File: config.mk
export PLATFORM = sky130hd
export DESIGN_NAME = sink_store
export DESIGN_NICKNAME = d
export VERILOG_FILES = /design/src/rtl/sort_pkg.sv /design/src/rtl/sink_store.sv
export SDC_FILE = /design/constraint.sdc
export NUM_CORES = 1
export LEC_CHECK = 0
export BUFFER_PORTS_ARGS = -buffer_cell sky130_fd_sc_hd__buf_2
export CAP_MARGIN = 30
export CELL_PAD_IN_SITES_DETAIL_PLACEMENT = 0
export CELL_PAD_IN_SITES_GLOBAL_PLACEMENT = 2
export CORE_ASPECT_RATIO = 1.25
export CORE_MARGIN = 2
export CORE_UTILIZATION = 38
export DETAILED_ROUTE_END_ITERATION = 8
export PLACE_DENSITY = 0.68
export SYNTH_ARGS = -nofsm -noshare
export SYNTH_HDL_FRONTEND = slang
export SYNTH_SLANG_ARGS = --single-unit
File: constraint.sdc
create_clock -name clk -period 4.3 [get_ports clk]
set_clock_uncertainty 0.05 [all_clocks]
set_input_delay 0.86 -clock clk [delete_from_list [all_inputs] [get_ports clk]]
set_output_delay 0.86 -clock clk [all_outputs]
set_load 0.005 [all_outputs]
File: src/rtl/sort_pkg.sv
// ============================================================================
// sort_pkg : shared sizes, checker state encoding and error-bit indices
// Rev 1.0
// ============================================================================
`default_nettype none

package sort_pkg;

  localparam int SORT_AW    = 4;
  localparam int SORT_DW    = 8;
  localparam int SORT_DEPTH = 2 ** SORT_AW;

  typedef enum logic [1:0] {
    COLLECT = 2'd0,
    CHECK   = 2'd1,
    REPORT  = 2'd2
  } state_e;

  // Bit positions inside the packed error-flag vector
  localparam int ERR_ORDER   = 0;
  localparam int ERR_MISSING = 1;
  localparam int ERR_DUP     = 2;
  localparam int ERR_LATE    = 3;
  localparam int ERR_W       = 4;

endpackage

`default_nettype wire

File: src/rtl/sink_store.sv
// ============================================================================
// sink_store : DEPTH x DW register array, one write port, registered read
//              port and a combinational (idx-1, idx) greater-than compare
// Rev 1.0
// ============================================================================
`default_nettype none

module sink_store
  import sort_pkg::*;
#(
  parameter int AW    = SORT_AW,
  parameter int DW    = SORT_DW,
  parameter int DEPTH = SORT_DEPTH
) (
  input  logic          clk,
  input  logic          reset,
  input  logic          we_i,
  input  logic [AW-1:0] waddr_i,
  input  logic [DW-1:0] wdata_i,
  input  logic [AW-1:0] raddr_i,
  output logic [DW-1:0] rdata_o,
  input  logic [AW-1:0] cmp_idx_i,
  output logic          cmp_gt_o
);

  logic [DW-1:0] mem_q [DEPTH];
  logic [DW-1:0] rdata_q;

  // Contents survive reset; only the read register is cleared
  always_ff @(posedge clk) begin
    if (we_i) begin
      mem_q[waddr_i] <= wdata_i;
    end
  end

  always_ff @(posedge clk) begin
    if (reset) begin
      rdata_q <= '0;
    end else begin
      rdata_q <= mem_q[raddr_i];
    end
  end

  assign rdata_o  = rdata_q;
  assign cmp_gt_o = mem_q[cmp_idx_i - AW'(1)] > mem_q[cmp_idx_i];

endmodule

`default_nettype wire

**Yosys cells after proc, flatten, opt, wreduce, memory -nomap -nowiden**

Memory sizes are Yosys's and may differ from the RTL's. A register that Yosys moved wholly into a read port is not among the register bits.
Cells that the tools add are included.

- Magnitude comparators: 1
- Multiplexer cells: 2
- $add $sub $neg: 1

Operator list:

| kind | count |
|---|---|
| $gt 8x8->1 | 1 |
| $sub 4x1->4 const B | 1 |
| $mux 1 | 2 |

- Register bits: 0
- Bits in writable memories: 128
- Bits of input ports: 23
- Memories kept: 1

Memories:

| name | words | bits a word | rd ports | clocked after memory_dff | write ports | RTL line | source |
|---|---|---|---|---|---|---|---|
| mem_q | 16 | 8 | 3 | 1 | 1 | sink_store.sv:26 | `logic [DW-1:0] mem_q [DEPTH];` |

**Logic depth before layout (Yosys ltp)**

An unclocked memory read counts as a cell.

- Depth in word-level cells: 3
- Depth in mapped cells: 15
- Depth with buffers taken out: 11

**Least setup slack after synthesis**

OpenSTA, ideal clock, no wires.

- Path kind: in2out
- Start: input port cmp_idx_i[1]
- End: output port cmp_gt_o
- Path buffers: 4
- Data required time: 3.390 ns
- Slack: -0.335 ns
- Stages: 15
- Data arrival time: 3.725 ns
- Cells stage by stage: buf_2 > buf_2 > clkinv_1 > ha_1 > buf_2 > buf_1 > mux4_2 > nand2_1 > nand2_1 > a32o_1 > ha_1 > a21o_1 > a21o_1 > a21oi_1 > a32oi_1

- Cells in the longest elaborated chain, start to end: 3

Ends and longest elaborated chain:

| item | RTL line | source |
|---|---|---|
| start: declaration | sink_store.sv:22 | `input logic [AW-1:0] cmp_idx_i,` |
| $sub 4x1->4 | sink_store.sv:45 | `assign cmp_gt_o = mem_q[cmp_idx_i - AW'(1)] > mem_q[cmp_idx_i];` |
| $mem_v2 16x8 (*) | -- |  |
| $gt 8x8->1 (*) | sink_store.sv:45 |  |
| end: declaration | sink_store.sv:23 | `output logic cmp_gt_o` |

Mark *: on every way between the ends. The rest lies on a longest branch, timed or not.

**Final worst setup path**

- Start: input port cmp_idx_i[0]
- End: output port cmp_gt_o

The elaborated chain is that of the path after synthesis.

==> results by group <==
Clocking
  • CTS Buf Count: 17
  • Clock Tree Root: clkbuf_16
  • H-tree depth: 4
  • Max clock buf depth: 2
  • CTS tree: done
  • Clk_lat worst skew: 0.43 ns
  • CTS Hold Bufs: 0
  • Clock transition at the registers of the reported paths: 0.06 ns
  • Clock sink total: 136

STA
  • Final Critical Period: 4.21 ns
  • Final setup margin: 0.0892 ns
  • Slew headroom: 32.3%
  • Setup_tns: 0 ns
  • Max Freq: 237 MHz
  • Final Hold Vio Count: 0
  • Period utilization: 97.9%
  • Worst-margin pin slew: 1.01 ns
  • Final setup fails: 0
  • Slew Limit Fails: 0
  • WHS: 0.758 ns

Setup path
  • Worst flop-to-flop path endpoint: rdata_o[1]
  • Worst EP arrival: 3.30 ns
  • CP startpoint kind: input pin
  • Critical Path Most Common Cell: buf_4
  • Crit-path max FO: 16
  • Worst Setup End Kind: output pin
  • Worst r2r src: mem_q[4][1]
  • Crit path buf inv count: 5
  • Reg2reg path depth: 3
  • Cell Chain, Critical Path: buf_4, buf_4, buf_12, nor3_4, xor2_2, buf_6, a221oi_1, a32o_1, ha_1, and4_4, o21ai_0, a32oi_2, buf_2
  • Cell family with most CP delay: buffers and inverters
  • Crit path kind: in -> out
  • Crit path required time: 3.39 ns
  • Crit. path cell count: 13
  • End point of the critical path: cmp_gt_o
  • CP peak stage delay: 0.32 ns
  • Critical path origin: cmp_idx_i[0]
  • Worst-case register-to-register setup slack: 2.85 ns
  • CP max-delay cell: ha_1

Floorplanning
  • Total core area: 0.0193 mm2
  • Die Wd: 129 um
  • Die Y: 161 um
  • Area of the die: 0.0208 mm2
  • Row count: 57
  • Initial core utilization: 38.6%
  • Num ports: 32

Power and ir drop
  • Pleak: 3.21 nW
  • Power per Cell Area: 389 mW/mm2
  • Worst vdd ir: 0.000270 V
  • Pwr Total: 3.51 mW

Place
  • DP HPWL: 15.7 mm
  • Post-Place Setup Slack: -0.0681 ns
  • Routability congestion estimate from global placement: 0.883
  • Cells after DPL: 794
  • Post-DP Area: 0.00828 mm2
  • # port buffers: 31

Logic synthesis
  • Cell accounting for the most synthesized area: edfxtp_1
  • Post-synthesis cell count: 474
  • Syn. warnings: 0
  • Top-area cell type share of the netlist area: 51.5%
  • Synth area leaders: edfxtp_1 (51%), mux4_2 (24%), mux2i_1 (4.4%)
  • Yosys cell types: 40
  • Cell area after synthesis: 0.00746 mm2
  • Post-synthesis sequential area ratio: 53.6%
  • Register bit total from synthesis: 136
  • Syn Nets: 506
  • Synth Area per Inst: 15.7 um2

Drt
  • Drt wl/cell: 27.4 um
  • ANT nets after route: 0
  • Vias: 4940
  • DRC viols: 0
  • Via/cell ratio: 5.92
  • Initial DRC count: 411
  • First-pass DRT Iterations: 5
  • Final WL: 22.8 mm

Cells and area
  • Nets: 588
  • Core Util, Final: 46.8%
  • Commonest non-fill, non-tap cell in the layout: edfxtp_1
  • Final non-filler cell area: 0.00904 mm2
  • P&R area growth vs syn: 21.1%
  • Non-filler instance count after layout: 834
  • Commonest cells after routing, fill and taps aside: edfxtp_1 (128), mux4_2 (80), nand2_1 (71), buf_4 (60), mux2i_1 (31)
  • Share of cells above drive strength 1: 42.0%
  • Diode count: 0

GRT
  • GRT Overall Usage: 22.8%
  • GRT overflow: 0
  • First-pass GRT wire length: 32.9 mm
  • Initial antenna violation count: 0
  • Via count of the first global-routing pass: 5045
  • Largest net degree at the start of global routing: 33

Outcome
  • Outcome: finished clean

Job
  • Number of max-cap violations: 0

Hold path
  • Min-Delay Path Depth: 1
  • HP Class: in -> reg
## what timing repair did
item                                    CTS  global route
pin swaps                                 0             3
gates resized for setup                   6            11
endpoints found under the setup margin    1             1
cloned                                    0             1
setup buffers                             0             7
## report_power, final
| group | leakage (nW) | internal [mW] | switching (mW) |
|---|---|---|---|
| Clock | 0.289 | 0.916 | 0.565 |
| Combinational | 1.70 | 0.260 | 0.273 |
| Sequential | 1.22 | 1.48 | 0.0188 |
| Total | 3.21 | 2.66 | 0.856 |
## final cells by class
type	instances	area (um2)
multi-input cells	299	3330
repair buffers	99	759
well taps	265	332
clock inverters	10	119
fillers	1660	10300
inverters	3	13.8
flip-flops and latches	136	4000
clock buffers	22	484
## Yosys cell counts (all sizes together)
cell type	number
edfxtp	128
mux4	80
nand2	71
mux2i	33
buf	31
nand3	23
nor2	14
ha	9
o22ai	9
a221oi	8
dfxtp	8
a21oi	7
a32o	7
mux2	7
o21ai	6
clkbuf	5
nor3	5
nand2b	3
a21o	2
a32oi	2
and2	2
inv	2
nand3b	2
xor2	2
a211oi	1
and3	1
and4	1
clkinv	1
nor2b	1
or2	1
or3b	1
xnor2	1
## how the worst min path moves through the flow
stage               slack (ns)           end         start
finish                    0.76  mem_q[11][2]    wdata_i[2]
global placement          0.75    rdata_o[6]  mem_q[15][6]
detailed placement        0.76    rdata_o[6]  mem_q[12][6]
floorplan                 0.68    rdata_o[2]  mem_q[12][2]
global route              0.77   mem_q[2][1]    wdata_i[1]
CTS                       0.74   mem_q[7][2]    wdata_i[2]
## state kept, by name (all words and copies together), names as in the netlist
| name | cells |
|---|---|
| rdata_o | 8 |
| mem_q | 128 |
## layer usage
metal | wire, um | global-route usage (%)
met1 | 9450 | 30.7
met2 | 11700 | 37.9
met5 | 0 | 0
met4 | 336 | 6.32
met3 | 1320 | 4.16
## worst register-to-register path, stage by stage (launching register included)
cell and delay, ns:
edfxtp_1 0.42, mux4_2 0.50, mux2i_1 0.17, o22ai_1 0.14
## cell families after synthesis
group / Yosys count / share of synthesized area (%)
multiplexers: 120 / 29.6
buffers and inverters: 39 / 2.98
adder cells (fa/ha/maj): 9 / 1.51
AO/OA/AOI/OAI: 42 / 4.12
flip-flops: 136 / 53.6
AND/OR/NAND/NOR: 125 / 7.33
XOR/XNOR: 3 / 0.805
Note: power is estimated with default switching activity, not from simulation.
